===== config.mk =====
export PLATFORM = sky130hd
export DESIGN_NAME = ring_count_reader
export DESIGN_NICKNAME = d
export VERILOG_FILES = /design/src/rtl/ring_pkg.sv /design/src/rtl/johnson_digit_dec.sv /design/src/rtl/ring_count_reader.sv
export SDC_FILE = /design/constraint.sdc
export NUM_CORES = 1
export LEC_CHECK = 0
export BUFFER_PORTS_ARGS = -buffer_cell sky130_fd_sc_hd__buf_2
export CAP_MARGIN = 20
export CORE_MARGIN = 4
export CORE_UTILIZATION = 65
export DETAILED_ROUTE_END_ITERATION = 12
export GPL_TIMING_DRIVEN = 0
export PLACE_DENSITY = 0.86
export SLEW_MARGIN = 20
export SYNTH_ARGS = -nofsm -noshare
export SYNTH_HDL_FRONTEND = slang
export SYNTH_SLANG_ARGS = --single-unit

===== constraint.sdc =====
create_clock -name i_clk -period 11.5 [get_ports i_clk]
set_input_delay 1.15 -clock i_clk [delete_from_list [all_inputs] [get_ports i_clk]]
set_output_delay 1.15 -clock i_clk [all_outputs]
set_load 0.02 [all_outputs]

===== src/rtl/ring_pkg.sv =====
// ring_pkg: shared definitions for the ring-oscillator count reader.
//   - widths of one Johnson digit and of the decoded binary value
//   - count modulus
//   - the ten legal Johnson digit codes (digit 0..9)
//   - FSM state type
//   - shift-add helper for acc*10 + digit
package ring_pkg;

  localparam int DIGIT_W  = 5;
  localparam int VALUE_W  = 10;
  localparam int RING_MOD = 1000;

  localparam logic [DIGIT_W-1:0] JC_0 = 5'b00000;
  localparam logic [DIGIT_W-1:0] JC_1 = 5'b00001;
  localparam logic [DIGIT_W-1:0] JC_2 = 5'b00011;
  localparam logic [DIGIT_W-1:0] JC_3 = 5'b00111;
  localparam logic [DIGIT_W-1:0] JC_4 = 5'b01111;
  localparam logic [DIGIT_W-1:0] JC_5 = 5'b11111;
  localparam logic [DIGIT_W-1:0] JC_6 = 5'b11110;
  localparam logic [DIGIT_W-1:0] JC_7 = 5'b11100;
  localparam logic [DIGIT_W-1:0] JC_8 = 5'b11000;
  localparam logic [DIGIT_W-1:0] JC_9 = 5'b10000;

  typedef enum logic [2:0] {
    S_IDLE  = 3'd0,
    S_100   = 3'd1,
    S_010   = 3'd2,
    S_001   = 3'd3,
    S_DELTA = 3'd4
  } ring_state_t;

  // acc*10 + d as (acc<<3)+(acc<<1)+d; callers keep acc <= 99 so the
  // result never exceeds 999 and fits VALUE_W.
  function automatic logic [VALUE_W-1:0] mul10_add(input logic [VALUE_W-1:0] acc,
                                                   input logic [3:0]         d);
    return (acc << 3) + (acc << 1) + {{(VALUE_W-4){1'b0}}, d};
  endfunction

endpackage


===== src/rtl/johnson_digit_dec.sv =====
// johnson_digit_dec: combinational decode of one 5-bit Johnson digit.
// Ports:
//   code  - 5-bit Johnson code
//   digit - decoded digit 0..9 (0 for any illegal code)
//   legal - 1 when code is one of the ten legal patterns
module johnson_digit_dec
  import ring_pkg::*;
(
  input  logic [DIGIT_W-1:0] code,
  output logic [3:0]         digit,
  output logic               legal
);

  logic [2:0] ones;

  always_comb begin
    ones = '0;
    for (int i = 0; i < DIGIT_W; i++) begin
      ones = ones + {2'b00, code[i]};
    end

    legal = code inside {JC_0, JC_1, JC_2, JC_3, JC_4,
                         JC_5, JC_6, JC_7, JC_8, JC_9};

    // Lower half of the sequence fills from the lsb, upper half drains,
    // so msb selects between popcount and 10-popcount.
    if (!legal) begin
      digit = 4'd0;
    end else if (code[DIGIT_W-1]) begin
      digit = 4'd10 - {1'b0, ones};
    end else begin
      digit = {1'b0, ones};
    end
  end

endmodule


===== src/rtl/ring_count_reader.sv =====
// ring_count_reader: decodes a captured 3-digit Johnson-code ring count
// into binary 0..999 and the modular delta against the last good sample.
//
// Optional build macro: RING_READER_SYNC_EN -- when defined, i_start and
// the three digit inputs pass through a 2-flop synchronizer (reset to 0),
// adding two cycles of latency.
//
// Ports:
//   i_clk, i_rst        clock, synchronous active-high reset
//   i_start             decode request, honoured only in IDLE
//   i_100/i_010/i_001   hundreds/tens/units Johnson digits
//   o_busy              FSM not in IDLE
//   o_valid             one-cycle result strobe
//   o_value             decoded count (partial decode on a bad sample)
//   o_delta             (value - prev) mod pMOD, held on a bad sample
//   o_first             no previous good sample existed
//   o_bad               current sample had an illegal digit code
//   o_err               sticky (pSTICKY_ERR=1) or last-sample error flag
//
// state   | meaning
// S_IDLE  | waiting for start; snapshot inputs on start
// S_100   | acc = hundreds digit
// S_010   | acc = acc*10 + tens digit
// S_001   | acc = acc*10 + units digit
// S_DELTA | register results, strobe o_valid
module ring_count_reader
  import ring_pkg::*;
#(
  parameter int pMOD        = RING_MOD,
  parameter bit pSTICKY_ERR = 1'b1
) (
  input  logic               i_clk,
  input  logic               i_rst,
  input  logic               i_start,
  input  logic [DIGIT_W-1:0] i_100,
  input  logic [DIGIT_W-1:0] i_010,
  input  logic [DIGIT_W-1:0] i_001,
  output logic               o_busy,
  output logic               o_valid,
  output logic [VALUE_W-1:0] o_value,
  output logic [VALUE_W-1:0] o_delta,
  output logic               o_first,
  output logic               o_bad,
  output logic               o_err
);

  localparam logic [VALUE_W:0] MOD_W = pMOD[VALUE_W:0];

  logic               start_use;
  logic [DIGIT_W-1:0] c100_use, c010_use, c001_use;

`ifdef RING_READER_SYNC_EN
  logic [3*DIGIT_W:0] sync1, sync2;

  always_ff @(posedge i_clk) begin
    if (i_rst) begin
      sync1 <= '0;
      sync2 <= '0;
    end else begin
      sync1 <= {i_start, i_100, i_010, i_001};
      sync2 <= sync1;
    end
  end

  assign {start_use, c100_use, c010_use, c001_use} = sync2;
`else
  assign {start_use, c100_use, c010_use, c001_use} = {i_start, i_100, i_010, i_001};
`endif

  ring_state_t state, state_next;

  logic [DIGIT_W-1:0] snap_100, snap_010, snap_001;
  logic [3:0]         d100, d010, d001;
  logic               l100, l010, l001;
  logic [VALUE_W-1:0] acc;
  logic [VALUE_W-1:0] prev;
  logic               prev_ok;
  logic               sample_bad;
  logic [VALUE_W:0]   delta_wide;
  logic [VALUE_W-1:0] delta_calc;

  johnson_digit_dec u_dec_100 (.code(snap_100), .digit(d100), .legal(l100));
  johnson_digit_dec u_dec_010 (.code(snap_010), .digit(d010), .legal(l010));
  johnson_digit_dec u_dec_001 (.code(snap_001), .digit(d001), .legal(l001));

  assign sample_bad = ~(l100 & l010 & l001);

  always_comb begin
    if (acc >= prev) begin
      delta_wide = {1'b0, acc} - {1'b0, prev};
    end else begin
      delta_wide = {1'b0, acc} + MOD_W - {1'b0, prev};
    end
    delta_calc = delta_wide[VALUE_W-1:0];
  end

  // State register
  always_ff @(posedge i_clk) begin
    if (i_rst) begin
      state <= S_IDLE;
    end else begin
      state <= state_next;
    end
  end

  // Next-state logic
  always_comb begin
    state_next = state;
    case (state)
      S_IDLE:  if (start_use) state_next = S_100;
      S_100:   state_next = S_010;
      S_010:   state_next = S_001;
      S_001:   state_next = S_DELTA;
      S_DELTA: state_next = S_IDLE;
      default: state_next = S_IDLE;
    endcase
  end

  // Outputs decoded from state
  always_comb begin
    o_busy = (state != S_IDLE);
  end

  // Datapath and registered results
  always_ff @(posedge i_clk) begin
    if (i_rst) begin
      snap_100 <= '0;
      snap_010 <= '0;
      snap_001 <= '0;
      acc      <= '0;
      prev     <= '0;
      prev_ok  <= 1'b0;
      o_valid  <= 1'b0;
      o_value  <= '0;
      o_delta  <= '0;
      o_first  <= 1'b1;
      o_bad    <= 1'b0;
      o_err    <= 1'b0;
    end else begin
      o_valid <= 1'b0;
      case (state)
        S_IDLE: begin
          if (start_use) begin
            snap_100 <= c100_use;
            snap_010 <= c010_use;
            snap_001 <= c001_use;
          end
        end
        S_100: acc <= {{(VALUE_W-4){1'b0}}, d100};
        S_010: acc <= mul10_add(acc, d010);
        S_001: acc <= mul10_add(acc, d001);
        S_DELTA: begin
          o_valid <= 1'b1;
          o_value <= acc;
          o_bad   <= sample_bad;
          o_first <= ~prev_ok;
          // A bad sample leaves o_delta and the reference untouched so the
          // next good sample measures from the last trustworthy count.
          if (!sample_bad) begin
            o_delta <= prev_ok ? delta_calc : '0;
            prev    <= acc;
            prev_ok <= 1'b1;
          end
          if (pSTICKY_ERR) begin
            o_err <= o_err | sample_bad;
          end else begin
            o_err <= sample_bad;
          end
        end
        default: ;
      endcase
    end
  end

endmodule


==> results.tsv <==
metric	value	unit
crit path time final	4.31	ns
DRT Pass-1 Iters	4	
worst-path cell chain	inv_1, ha_1, inv_1, fa_1, inv_1, ha_1, fa_1, ha_1, nand2_1, o21ai_0, o22ai_1, ha_1, fa_1, a21o_1, and3_1, nor3b_1, xor2_1, a22oi_1, nor2_1	
Final TNS setup	0	ns
Max IR drop VDD	0.0825	mV
CTS H-tree depth	3	
cts hold-fix bufs	0	
global-route wire length before repair	17.7	mm
outcome	complete, no violations	
Tot GR Track Use	0.260	
Starting Density	0.668	
DP Cell Count	658	
cell area after synthesis	0.00452	mm2
Final Hold Viols	0	
fillers	500	
synthesized flop and latch total	63	
Worst Setup Path Type	reg -> reg	
DPL Wire Length	7.80	mm
PostCTS Resize Cnt	0	
CP bufs+invs	3	
Synth cell types	64	
CTS tree	built	
ys flop type	dfxtp_1	
post-route clock period utilization	0.375	
core box area	0.00676	mm2
Achievable Freq	0.232	GHz
Clock Latency Late Sink	0.35	ns
Critical Path Max Stage Delay	0.50	ns
EDFF count, synth	0	
Post-DP Area	0.00482	mm2
DRC violation count after routing	0	
# IOs	43	
Final Max Tran Viols	0	
Ant. Diodes	0	
CP Data Required Time	11.72	ns
crit path max-delay cell type	fa_1	
Arr. time, crit path	4.53	ns
Die Span Y	91.4	um
Clock transition at path regs	0.08	ns
num rows	30	
Routed Antenna Nets	0	
Bufs on Longest Clock Path	2	
CP startpoint kind	flip-flop	
crit-path most repeated cell	ha_1	
Root Buffer	clkbuf_8	
Sequential Area	0.00126	mm2
Slew HR	0.630	
Setup-failing EPs final	0	
P&R area growth vs syn	11.8	%
RSZ-0062 raised after global routing	false	
ys async rst share	0	
Worst Max-Slew Pin Slew	0.554	ns
synth warn	0	
finished layout cell area	0.00505	mm2
post-synthesis sequential area ratio	0.279	
final cell count without fillers	674	
routed via count	3932	
largest net degree at the start of global routing	13	
postcts setup bufs	0	
Vias/cell	5.83	
Mapped Cells	537	
initial antenna violation count	0	
Reg2Reg Setup Slack	7.19	ns
crit path capture type	flip-flop	
min-delay worst type	reg -> reg	
share of layout cells above drive strength 1	0.150	
vias in the first global route	3929	
Num CTS Buffers	9	
MaxCap Viol Count	0	
final net count	670	
Congestion Overflow GR	0	
Leak	2.36	nW
worst-path fanout max	4	
die area	0.00834	mm2
pwr/cell area	136	mW/mm2
die width	91.4	um
CTS sink cnt	63	
CP top delay family	adder cells	
Port Buffers	41	
Syn Area/Cell	8.41	um2
WL/cell	15.2	um
first-iteration detailed-routing DRC count	191	
syn nets	618	
gp weighted congestion	0.935	
multi-input combinational cell area	0.00293	mm2
clk_skew	0.00662	ns
drt total wl	10.2	mm
## cells in the mapped netlist, types with 5 or more instances
| library cell | number | area, um2 |
|---|---|---|
| nand2_1 | 73 | 274 |
| dfxtp_1 | 63 | 1260 |
| inv_1 | 57 | 214 |
| ha_1 | 50 | 626 |
| a21oi_1 | 47 | 235 |
| nor2_1 | 34 | 128 |
| o21ai_0 | 17 | 85.1 |
| fa_1 | 13 | 260 |
| xnor2_1 | 13 | 114 |
| xor2_1 | 12 | 105 |
| clkbuf_1 | 11 | 41.3 |
| mux2i_1 | 11 | 110 |
| nor3_1 | 9 | 45.0 |
| a211oi_1 | 8 | 60.1 |
| nor2b_1 | 8 | 50.1 |
| buf_2 | 7 | 35.0 |
| a21o_1 | 5 | 37.5 |
| a22o_1 | 5 | 43.8 |
| nand2b_1 | 5 | 31.3 |
| nand4_1 | 5 | 31.3 |
## logic make-up after synthesis
family,Yosys count,share of synthesized area
AO/OA/AOI/OAI,130,0.204
XOR/XNOR,25,0.0485
adder cells (fa/ha/maj),63,0.196
buffers and inverters,78,0.0718
flip-flops,63,0.279
multiplexers,11,0.0244
AND/OR/NAND/NOR,167,0.176
## placed cells by master, fill, tap and decap left out, types with 3 or more instances in the layout
| cell | n |
|---|---|
| xor2_1 | 12 |
| a21oi_1 | 47 |
| and2_1 | 4 |
| a2bb2oi_1 | 4 |
| nand2b_1 | 5 |
| nand4_1 | 5 |
| nor3_1 | 9 |
| ha_1 | 50 |
| clkbuf_8 | 10 |
| a21o_1 | 5 |
| dfxtp_1 | 63 |
| o21a_1 | 3 |
| nand3b_1 | 3 |
| xnor2_1 | 13 |
| nor2_1 | 34 |
| fa_1 | 13 |
| a221oi_1 | 3 |
| nand3_1 | 4 |
| o31ai_1 | 4 |
| a2111oi_2 | 3 |
| buf_2 | 48 |
| inv_1 | 57 |
| or2_2 | 3 |
| a22oi_1 | 4 |
| nand2_1 | 73 |
| nor2b_1 | 8 |
| o21ai_0 | 17 |
| clkbuf_1 | 11 |
| mux2i_1 | 11 |
| o211ai_1 | 3 |
| a211oi_1 | 8 |
| buf_6 | 3 |
| a22o_1 | 5 |
| nor3b_1 | 3 |
## state kept, by name, summed over array words and instances, names as in the netlist
signal    count
snap_100      5
snap_001      5
o_valid       1
o_delta      10
acc          10
snap_010      5
prev_ok       1
o_bad         1
o_err         1
prev         10
o_first       1
state         3
o_value      10
## metal layers
| metal | vias up | wire length [um] | track usage |
|---|---|---|---|
| li1 | 1952 | - | - |
| met1 | 1857 | 4510 | 0.313 |
| met2 | 102 | 5010 | 0.453 |
| met3 | 21 | 460 | 0.0539 |
| met4 | 0 | 260 | 0.0992 |
| met5 | - | 0 | 0 |
## worst reg2reg max path, stage by stage, from the launching register on
cell and delay, ns:
dfxtp_1 0.41, inv_1 0.09, ha_1 0.28, inv_1 0.04, fa_1 0.48, inv_1 0.04
ha_1 0.18, fa_1 0.50, ha_1 0.30, nand2_1 0.05, o21ai_0 0.15, o22ai_1 0.14
ha_1 0.23, fa_1 0.40, a21o_1 0.19, and3_1 0.19, nor3b_1 0.15, xor2_1 0.16
a22oi_1 0.15, nor2_1 0.05
## per-stage QoR
step	hold WS [ns]	utilization	power, mW	worst slack (ns)
final	0.446	0.747	0.685	7.19
after global routing	0.457	0.747	0.724	6.93
after global placement	0.429	0.714	0.450	7.37
after detailed placement	0.437	0.714	0.460	7.28
after floorplan	0.436	-	0.412	7.63
after CTS	0.448	0.747	0.684	7.23
## power by group
| group | switching [mW] | total, mW | internal, mW |
|---|---|---|---|
| sequential | 0.0133 | 0.240 | 0.227 |
| combinational | 0.131 | 0.221 | 0.0898 |
| clock | 0.0943 | 0.224 | 0.129 |
## path summary, 6_finish.rpt
check | startpoint | endpoint | cells past startpoint
setup / recovery | snap_001[0] | acc[7] | 19
hold / removal | o_delta[7] | o_delta[7] | 2
setup reg to reg | snap_001[0] | acc[7] | 19
hold reg to reg | o_delta[7] | o_delta[7] | 2
## area by class of cell
type                            instances  share of cell area
Sequential cell                        63               0.250
Buffer                                 21              0.0218
Timing Repair Buffer                   41              0.0406
Clock buffer                           10              0.0273
Clock inverter                          6              0.0181
Tap cell                               80              0.0198
Inverter                               57              0.0424
Multi-Input combinational cell        396               0.580
(Power assumes the default switching activity.)
